File: config.mk
export PLATFORM = sky130hd
export DESIGN_NAME = yutorina_pipe_ctrl
export DESIGN_NICKNAME = d
export VERILOG_FILES = /design/src/rtl/yutorina_pipe_ctrl.sv
export SDC_FILE = /design/constraint.sdc
export NUM_CORES = 1
export LEC_CHECK = 0
export ABC_AREA = 1
export CORE_UTILIZATION = 40
export CTS_BUF_LIST = sky130_fd_sc_hd__clkbuf_4
export DETAILED_ROUTE_END_ITERATION = 8
export GPL_TIMING_DRIVEN = 0
export PLACE_DENSITY = 0.79
export SETUP_SLACK_MARGIN = 0.02
export SLEW_MARGIN = 0
export SYNTH_ARGS = -nofsm -noshare
export SYNTH_HDL_FRONTEND = slang
export SYNTH_SLANG_ARGS = --single-unit
File: constraint.sdc
create_clock -name clk -period 2.4 [get_ports clk]
set_input_delay 0.24 -clock clk [delete_from_list [all_inputs] [get_ports clk]]
set_output_delay 0.24 -clock clk [all_outputs]
set_load 0.02 [all_outputs]
File: src/rtl/yutorina_pipe_ctrl.sv
// Yutorina pipeline controller: stalls, flushes, commit-stage traps, SPRs.
// Optional external interrupt support is enabled by YUTORINA_IRQ_EN.
module yutorina_pipe_ctrl (
  input  logic        clk,
  input  logic        reset_,
  input  logic        if_busy,
  input  logic        mem_busy,
  input  logic        ld_hazard,
  input  logic        id_br_taken,
  input  logic [29:0] mem_pc,
  input  logic [2:0]  mem_exp_code,
  input  logic [1:0]  mem_ctrl_op,
  input  logic [4:0]  mem_spr_addr,
  input  logic [31:0] mem_spr_data,
  input  logic [4:0]  id_spr_addr,
`ifdef YUTORINA_IRQ_EN
  input  logic        irq,
`endif
  output logic [31:0] spr_r_data,
  output logic        mode,
  output logic        if_stall,
  output logic        id_stall,
  output logic        ex_stall,
  output logic        mem_stall,
  output logic        if_flush,
  output logic        id_flush,
  output logic        ex_flush,
  output logic        mem_flush,
  output logic [29:0] new_pc,
  output logic        pc_load
);

  typedef enum logic [1:0] {
    RUN  = 2'd0,
    EXC  = 2'd1,
    ERET = 2'd2
  } state_t;

  localparam logic [1:0] OP_SSR  = 2'd2;
  localparam logic [1:0] OP_ERET = 2'd3;
  localparam logic [2:0] EXP_IRQ = 3'd4;

  state_t      state;
  state_t      state_nxt;
  logic        ie;
  logic        pmode;
  logic        pie;
  logic [29:0] epc;
  logic [2:0]  cause;
  logic [29:0] vector;

  logic        irq_take;
  logic        exc_take;
  logic [2:0]  exc_code;
  logic        eret_take;
  logic        ssr_take;

  // A trap at commit wins over ERET and SSR; nothing commits while busy.
  always_comb begin
    irq_take = 1'b0;
`ifdef YUTORINA_IRQ_EN
    irq_take = irq && ie && (mem_exp_code == 3'd0);
`endif
    exc_take  = (state == RUN) && !mem_busy &&
                ((mem_exp_code != 3'd0) || irq_take);
    exc_code  = (mem_exp_code != 3'd0) ? mem_exp_code : EXP_IRQ;
    eret_take = (state == RUN) && !mem_busy && !exc_take &&
                (mem_ctrl_op == OP_ERET);
    ssr_take  = (state == RUN) && !mem_busy && !exc_take &&
                (mem_ctrl_op == OP_SSR);
  end

  // Next-state and stage control; redirect cycles depend on state only.
  always_comb begin
    state_nxt = state;
    if_stall  = 1'b0;
    id_stall  = 1'b0;
    ex_stall  = 1'b0;
    mem_stall = 1'b0;
    if_flush  = 1'b0;
    id_flush  = 1'b0;
    ex_flush  = 1'b0;
    mem_flush = 1'b0;
    pc_load   = 1'b0;
    new_pc    = 30'd0;
    unique case (state)
      EXC: begin
        pc_load   = 1'b1;
        new_pc    = vector;
        if_flush  = 1'b1;
        id_flush  = 1'b1;
        ex_flush  = 1'b1;
        mem_flush = 1'b1;
        state_nxt = RUN;
      end
      ERET: begin
        pc_load   = 1'b1;
        new_pc    = epc;
        if_flush  = 1'b1;
        id_flush  = 1'b1;
        ex_flush  = 1'b1;
        mem_flush = 1'b1;
        state_nxt = RUN;
      end
      default: begin
        if (mem_busy) begin
          if_stall  = 1'b1;
          id_stall  = 1'b1;
          ex_stall  = 1'b1;
          mem_stall = 1'b1;
        end else if (if_busy) begin
          if_stall = 1'b1;
          id_flush = 1'b1;
        end else if (ld_hazard) begin
          if_stall = 1'b1;
          id_stall = 1'b1;
          ex_flush = 1'b1;
        end else if (id_br_taken) begin
          id_flush = 1'b1;
        end
        if (exc_take)
          state_nxt = EXC;
        else if (eret_take)
          state_nxt = ERET;
      end
    endcase
  end

  // State register.
  always_ff @(posedge clk or negedge reset_) begin
    if (!reset_)
      state <= RUN;
    else
      state <= state_nxt;
  end

  // SPR updates from traps, ERET restore and SSR writes.
  always_ff @(posedge clk or negedge reset_) begin
    if (!reset_) begin
      mode   <= 1'b0;
      ie     <= 1'b0;
      pmode  <= 1'b0;
      pie    <= 1'b0;
      epc    <= 30'd0;
      cause  <= 3'd0;
      vector <= 30'd0;
    end else if (exc_take) begin
      epc   <= mem_pc;
      cause <= exc_code;
      pie   <= ie;
      pmode <= mode;
      mode  <= 1'b0;
      ie    <= 1'b0;
    end else if (state == ERET) begin
      ie   <= pie;
      mode <= pmode;
    end else if (ssr_take) begin
      unique case (mem_spr_addr)
        5'd0: begin
          mode  <= mem_spr_data[0];
          ie    <= mem_spr_data[1];
          pmode <= mem_spr_data[2];
          pie   <= mem_spr_data[3];
        end
        5'd1:    epc    <= mem_spr_data[29:0];
        5'd2:    cause  <= mem_spr_data[2:0];
        5'd3:    vector <= mem_spr_data[29:0];
        default: ;
      endcase
    end
  end

  // Combinational SPR read port for LSR.
  always_comb begin
    spr_r_data = 32'd0;
    unique case (id_spr_addr)
      5'd0:    spr_r_data = {28'd0, pie, pmode, ie, mode};
      5'd1:    spr_r_data = {2'd0, epc};
      5'd2:    spr_r_data = {29'd0, cause};
      5'd3:    spr_r_data = {2'd0, vector};
      default: spr_r_data = 32'd0;
    endcase
  end

endmodule

[Yosys cells after proc, flatten, opt, wreduce, memory -nomap -nowiden]
Cells that the tools add are included.
Storage, ports and cells
  register bits: 69
  logic and storage cells: 92
  output and inout port bits: 72
Operators by class
  reduce and logical (&&, ||, !) cells: 24
  muxes and demuxes: 47
  equality and inequality tests: 11
  bitwise gates (word level): 2
Operators by type and width (number)
  two-way mux 30 bit: 4
  case mux 30 bit (4 select lines): 1
  case mux 30 bit (2 select lines): 1
  two-way mux 1 bit: 33
  == test 5 x 2 -> 1 bit, second input constant: 4
  two-way mux 3 bit: 5
  nonzero test 3 bit: 4
  == test 5 x 1 -> 1 bit, second input constant: 2
  logical NOT 5 bit: 2
  AND reduction 3 bit: 3
  nonzero test 2 bit: 4
  == test 2 bit, second input constant: 3
  two-way mux 2 bit: 3
  logical AND 1 bit: 5
  AND reduction 4 bit: 1
  == test 2 x 1 -> 1 bit, second input constant: 1
  logical NOT 1 bit: 2
  logical NOT 2 bit: 1
  != test 2 bit, second input constant: 1
  NOT 1 bit: 2
  AND reduction 2 bit: 1
  OR reduction 2 bit: 1

[Longest topological paths before layout]
Gate-level depths: netlist (run 1).
  depth after elaboration: 9
  mapped depth: 12

[Worst setup path after synthesis (run 1)]
Ideal clock, no wire load.
  path kind: reg2out
  start point: register state[0]
  end point: output port new_pc[12]
  stages on the path, launching flop included: 6
  path slack: 0.553 ns
  path buffers: 1
  arrival: 1.607 ns
  path through: dfrtp_1 > inv_1 > ha_1 > inv_1 > clkbuf_1 > a21oi_1
On the way
  word-level cells in the longest chain between the ends: 2
  elaborated cells between the ends (all ways): 3
  classes of those cells: eq/ne (2); mux (1)
RTL lines
  start, declared: RTL line 43  | state_t state;
  start signal, assigned: RTL line 134  | state <= state_nxt;
  == test 2 bit or == test 2 x 1 -> 1 bit (tied branches): RTL line 86  | unique case (state)
  case mux 30 bit (2 select lines) (*): RTL line 86
  end, declared: RTL line 29  | output logic [29:0] new_pc,
Mark *: on every way between the ends. The rest lies on a longest branch, timed or not.

[Final worst setup path (run 1)]
  start point: input port id_spr_addr[1]
  end point: output port spr_r_data[14]
On the way
  word-level cells in the longest chain between the ends: 2
  elaborated cells between the ends (all ways): 5
  classes of those cells: eq/ne (3); mux (1); reduce/logical (1)
RTL lines
  start, declared: RTL line 15  | input logic [4:0] id_spr_addr,
  == test 5 x 2 -> 1 bit (tied with other cells): RTL line 176  | unique case (id_spr_addr)
  case mux 30 bit (4 select lines) (*): RTL line 176
  end, declared: RTL line 19  | output logic [31:0] spr_r_data,
Marked as above.

==> run_results.csv, run 1 <==
group,metric,value,unit
power,p_seq_frac,0.388,
timing,final_hold_viol_count,0,
critical_path,rr_startpoint,"state[0]$_DFFE_PN0P_",
hold_path,hp-start,"mem_spr_data[4]",
clocking,cts.path.max_buffers,2,
yosys,netlist_area,0.004459,sq mm
global_route,grt_overflow_total,0,
critical_path,crit_type,"in -> out",
clocking,h-tree-depth,3,
power,power_frac_comb,0.414,
timing,worst_hold_slack,0.3702,ns
cells_and_area,nNetsFinal,928,
drt,drt_iter0_markers,416,
floorplan,rows,38,
clocking,cts_tree,"done",
critical_path,end_kind,"output port",
cells_and_area,syn_to_final_growth,41.72,%
drt,ant_nets,0,
floorplan,start_util,0.4114,
floorplan,die_w,107.6,um
clocking,clockRootBuffer,"clkbuf_4",
power,peakVddDrop,0.3775,mV
drt,route.vias.total,4996,
power,leakage,3.143,nW
clocking,cts_buffers,9,
timing,rsz0062_at_grt,"false",
yosys,synth.ff_latch_count,69,
timing,fmax,426.6,MHz
critical_path,path_buf_inv,4,
timing,finalSetupViolCount,0,
cells_and_area,final_common_cell,"nand2_1",
floorplan,num_io_pins,155,
cells_and_area,register_area,0.001727,sq mm
critical_path,cp_top_family,"buffers and inverters",
global_route,grt_pass1_vias,4708,
yosys,synth.top_cell.area_share,0.3872,
placed_design,globalplace.congestion,0.9102,
placed_design,dp_cells,970,
hold_path,hp-class,"in -> reg",
power,fin_total_pwr,0.004325,W
drt,routed_via_density,5.057,
cells_and_area,drive_above_1_share,0.1192,
critical_path,slowest_stage,"clkdlybuf4s50_1",
floorplan,fp.dieH,107.6,um
clocking,clk_pin_slew,0.12,ns
drt,routedWlPerCell,14.95,um
power,netSwitchingPower,0.001770,W
clocking,clock_sinks,69,
placed_design,portBuffers,149,
critical_path,crit_chain,"clkdlybuf4s50_1 -> inv_1 -> nor2_4 -> nand3_4 -> buf_2 -> o22ai_1 -> dlygate4sd2_1",
timing,slew_viol_final,0,
yosys,synth_edf_count,0,
cells_and_area,final_area,0.006320,sq mm
yosys,synth_area_per_cell,6.558,sq um
drt,wl,14770,um
yosys,synth_top_area_cell,"dfrtp_1",
yosys,ys_warn_count,0,
run_status,status,"complete, no violations",
power,powerDensity,684.4,mW/mm^2
critical_path,required,2.16,ns
cells_and_area,instances_no_fill,988,
critical_path,cp_max_fo,10,
cells_and_area,fin_util,0.5830,
critical_path,critPathLaunch,"id_spr_addr[1]",
timing,slew_headroom,0.4054,
global_route,grt_pass1_wl,23160,um
clocking,post-cts-setup-buffers,0,
global_route,grt_max_degree,70,
yosys,postSynthCellCount,680,
critical_path,max_stage_delay,0.52,ns
yosys,synthTopCellsByArea,"dfrtp_1, nand2_1, o21ai_0",
cells_and_area,multi_input_area,0.002246,sq mm
power,power_frac_clock,0.198,
drt,drtPass1Iterations,8,
floorplan,die_area,0.01157,sq mm
critical_path,cp_data_arrival_time,2.10,ns
cells_and_area,final_cell_mix,"nand2_1, clkdlybuf4s50_1, inv_1, dfrtp_1, o21ai_0",
global_route,antenna_found_initial,1,
floorplan,core-area,0.01084,sq mm
power,internal_power,0.002555,W
yosys,synth.distinct_cells,30,
yosys,synth_flop_cell,"dfrtp_1",
job,drv_cap,0,
timing,worst_slew_pin_slew,0.8919,ns
global_route,gr-usage-all-layers,0.2641,
timing,finalClockSkew,0.01255,ns
critical_path,start_kind,"input pin",
yosys,yosysSeqAreaShare,0.3872,
timing,fin_crit_sh,0.9767,
cells_and_area,nFillCells,1045,
clocking,clock_latency,0.42,ns
power,switching_share,0.4092,
yosys,ys_async_sr_fraction,1.000,
drt,drc_errors,0,
timing,period_needed,2.344,ns
placed_design,place_area,0.006127,sq mm
placed_design,hpwlAfterDp,10680,um
==> flip-flops by register name, indices dropped and copies added (netlist names) <==
name / flops
vector: 30
state: 2
pie: 1
cause: 3
epc: 30
ie: 1
mode: 1
pmode: 1
==> area by class of cell <==
cell class / instances / area share
clock buffers: 9 / 0.01069
multi-input cells: 493 / 0.3554
well taps: 140 / 0.02772
inverters: 72 / 0.04316
plain buffers: 47 / 0.04930
diodes: 1 / 0.0003960
flip-flops and latches: 69 / 0.2732
clock inverters: 7 / 0.01425
repair buffers: 150 / 0.2259
==> power by group through the flow <==
stage / clock [W] / combinational (W) / sequential [W]
after global placement: 0 / 0.00171 / 0.00169
final: 0.000855 / 0.00179 / 0.00168
after detailed placement: 0 / 0.00174 / 0.00170
after CTS: 0.000864 / 0.00178 / 0.00167
after floorplan: 0 / 0.00107 / 0.00164
after global routing: 0.000899 / 0.00199 / 0.00172
==> worst register-to-register path: cells and delay by family, from the launching register on <==
family          cells  cell delay [ns]
compound gates      1             0.15
fa+ha+maj           1             0.17
flops               1             0.42
simple gates        2             0.28
buf+inv             4             0.91
==> Yosys cell counts, types with 2 or more instances <==
cell type / n
a21oi_1: 34
buf_2: 9
buf_4: 13
buf_6: 4
clkbuf_1: 15
clkbuf_2: 6
dfrtp_1: 69
ha_1: 3
inv_1: 69
inv_2: 2
nand2_1: 303
nand2_2: 2
nand3_1: 16
nand4_1: 13
nor2_1: 14
nor2_2: 3
o21ai_0: 65
o21bai_1: 3
o22ai_1: 26
==> per-stage QoR <==
step / setup WS [ns] / TNS, ns
final: 0.05594 / 0
after global routing: 0.01089 / 0
after CTS: 0.02150 / 0
after detailed placement: -0.4846 / -12.07
after global placement: -1.316 / -102.16
after floorplan: 0.5533 / 0
==> kinds of logic (layout without fill, tap and decap cells) <==
kind of cell	count (synthesis)	after routing	synth area share
compound gates	130	130	0.1557
flops	69	69	0.3872
fa+ha+maj	3	3	0.008418
other cells	1	3	0.0008409
simple gates	358	358	0.3252
buf+inv	119	285	0.1226
==> per-layer routing <==
| layer | share of wire | routed length, um | up-vias | GRT usage |
|---|---|---|---|---|
| met2 | 0.47 | 6899 | 232 | 0.4350 |
| met4 | 0.023 | 345 | 0 | 0.1223 |
| met1 | 0.43 | 6369 | 2262 | 0.3426 |
| met3 | 0.078 | 1155 | 26 | 0.03571 |
| li1 | - | - | 2476 | - |
| met5 | 0 | 0 | - | 0 |
==> worst paths after layout <==
kind	endpoint	slack [ns]	cells past startpoint
worst min register to register	pie$_DFFE_PN0P_	0.51	2
worst max register to register	epc[6]$_DFFE_PN0P_	0.42	8
min in group asynchronous	vector[2]$_DFFE_PN0P_	0.46	2
worst max-delay path	spr_r_data[14]	0.06	7
worst min-delay path	vector[4]$_DFFE_PN0P_	0.37	3
max in group asynchronous	vector[5]$_DFFE_PN0P_	1.34	2
==> timing repair <==
item,CTS,global route
resized for setup,114,29
endpoints found under the setup margin,64,36
hold buffers,1,0
endpoints found under the hold margin,69,0
pin swaps,0,0
Note: power is estimated with default switching activity, not from simulation.
==> run 2: changes to the inputs <==
Settings changed: CTS_CLUSTER_DIAMETER set to 40.
==> results of run 2 <==
No change in the layout: final DEF, timing and power equal those of run 1.
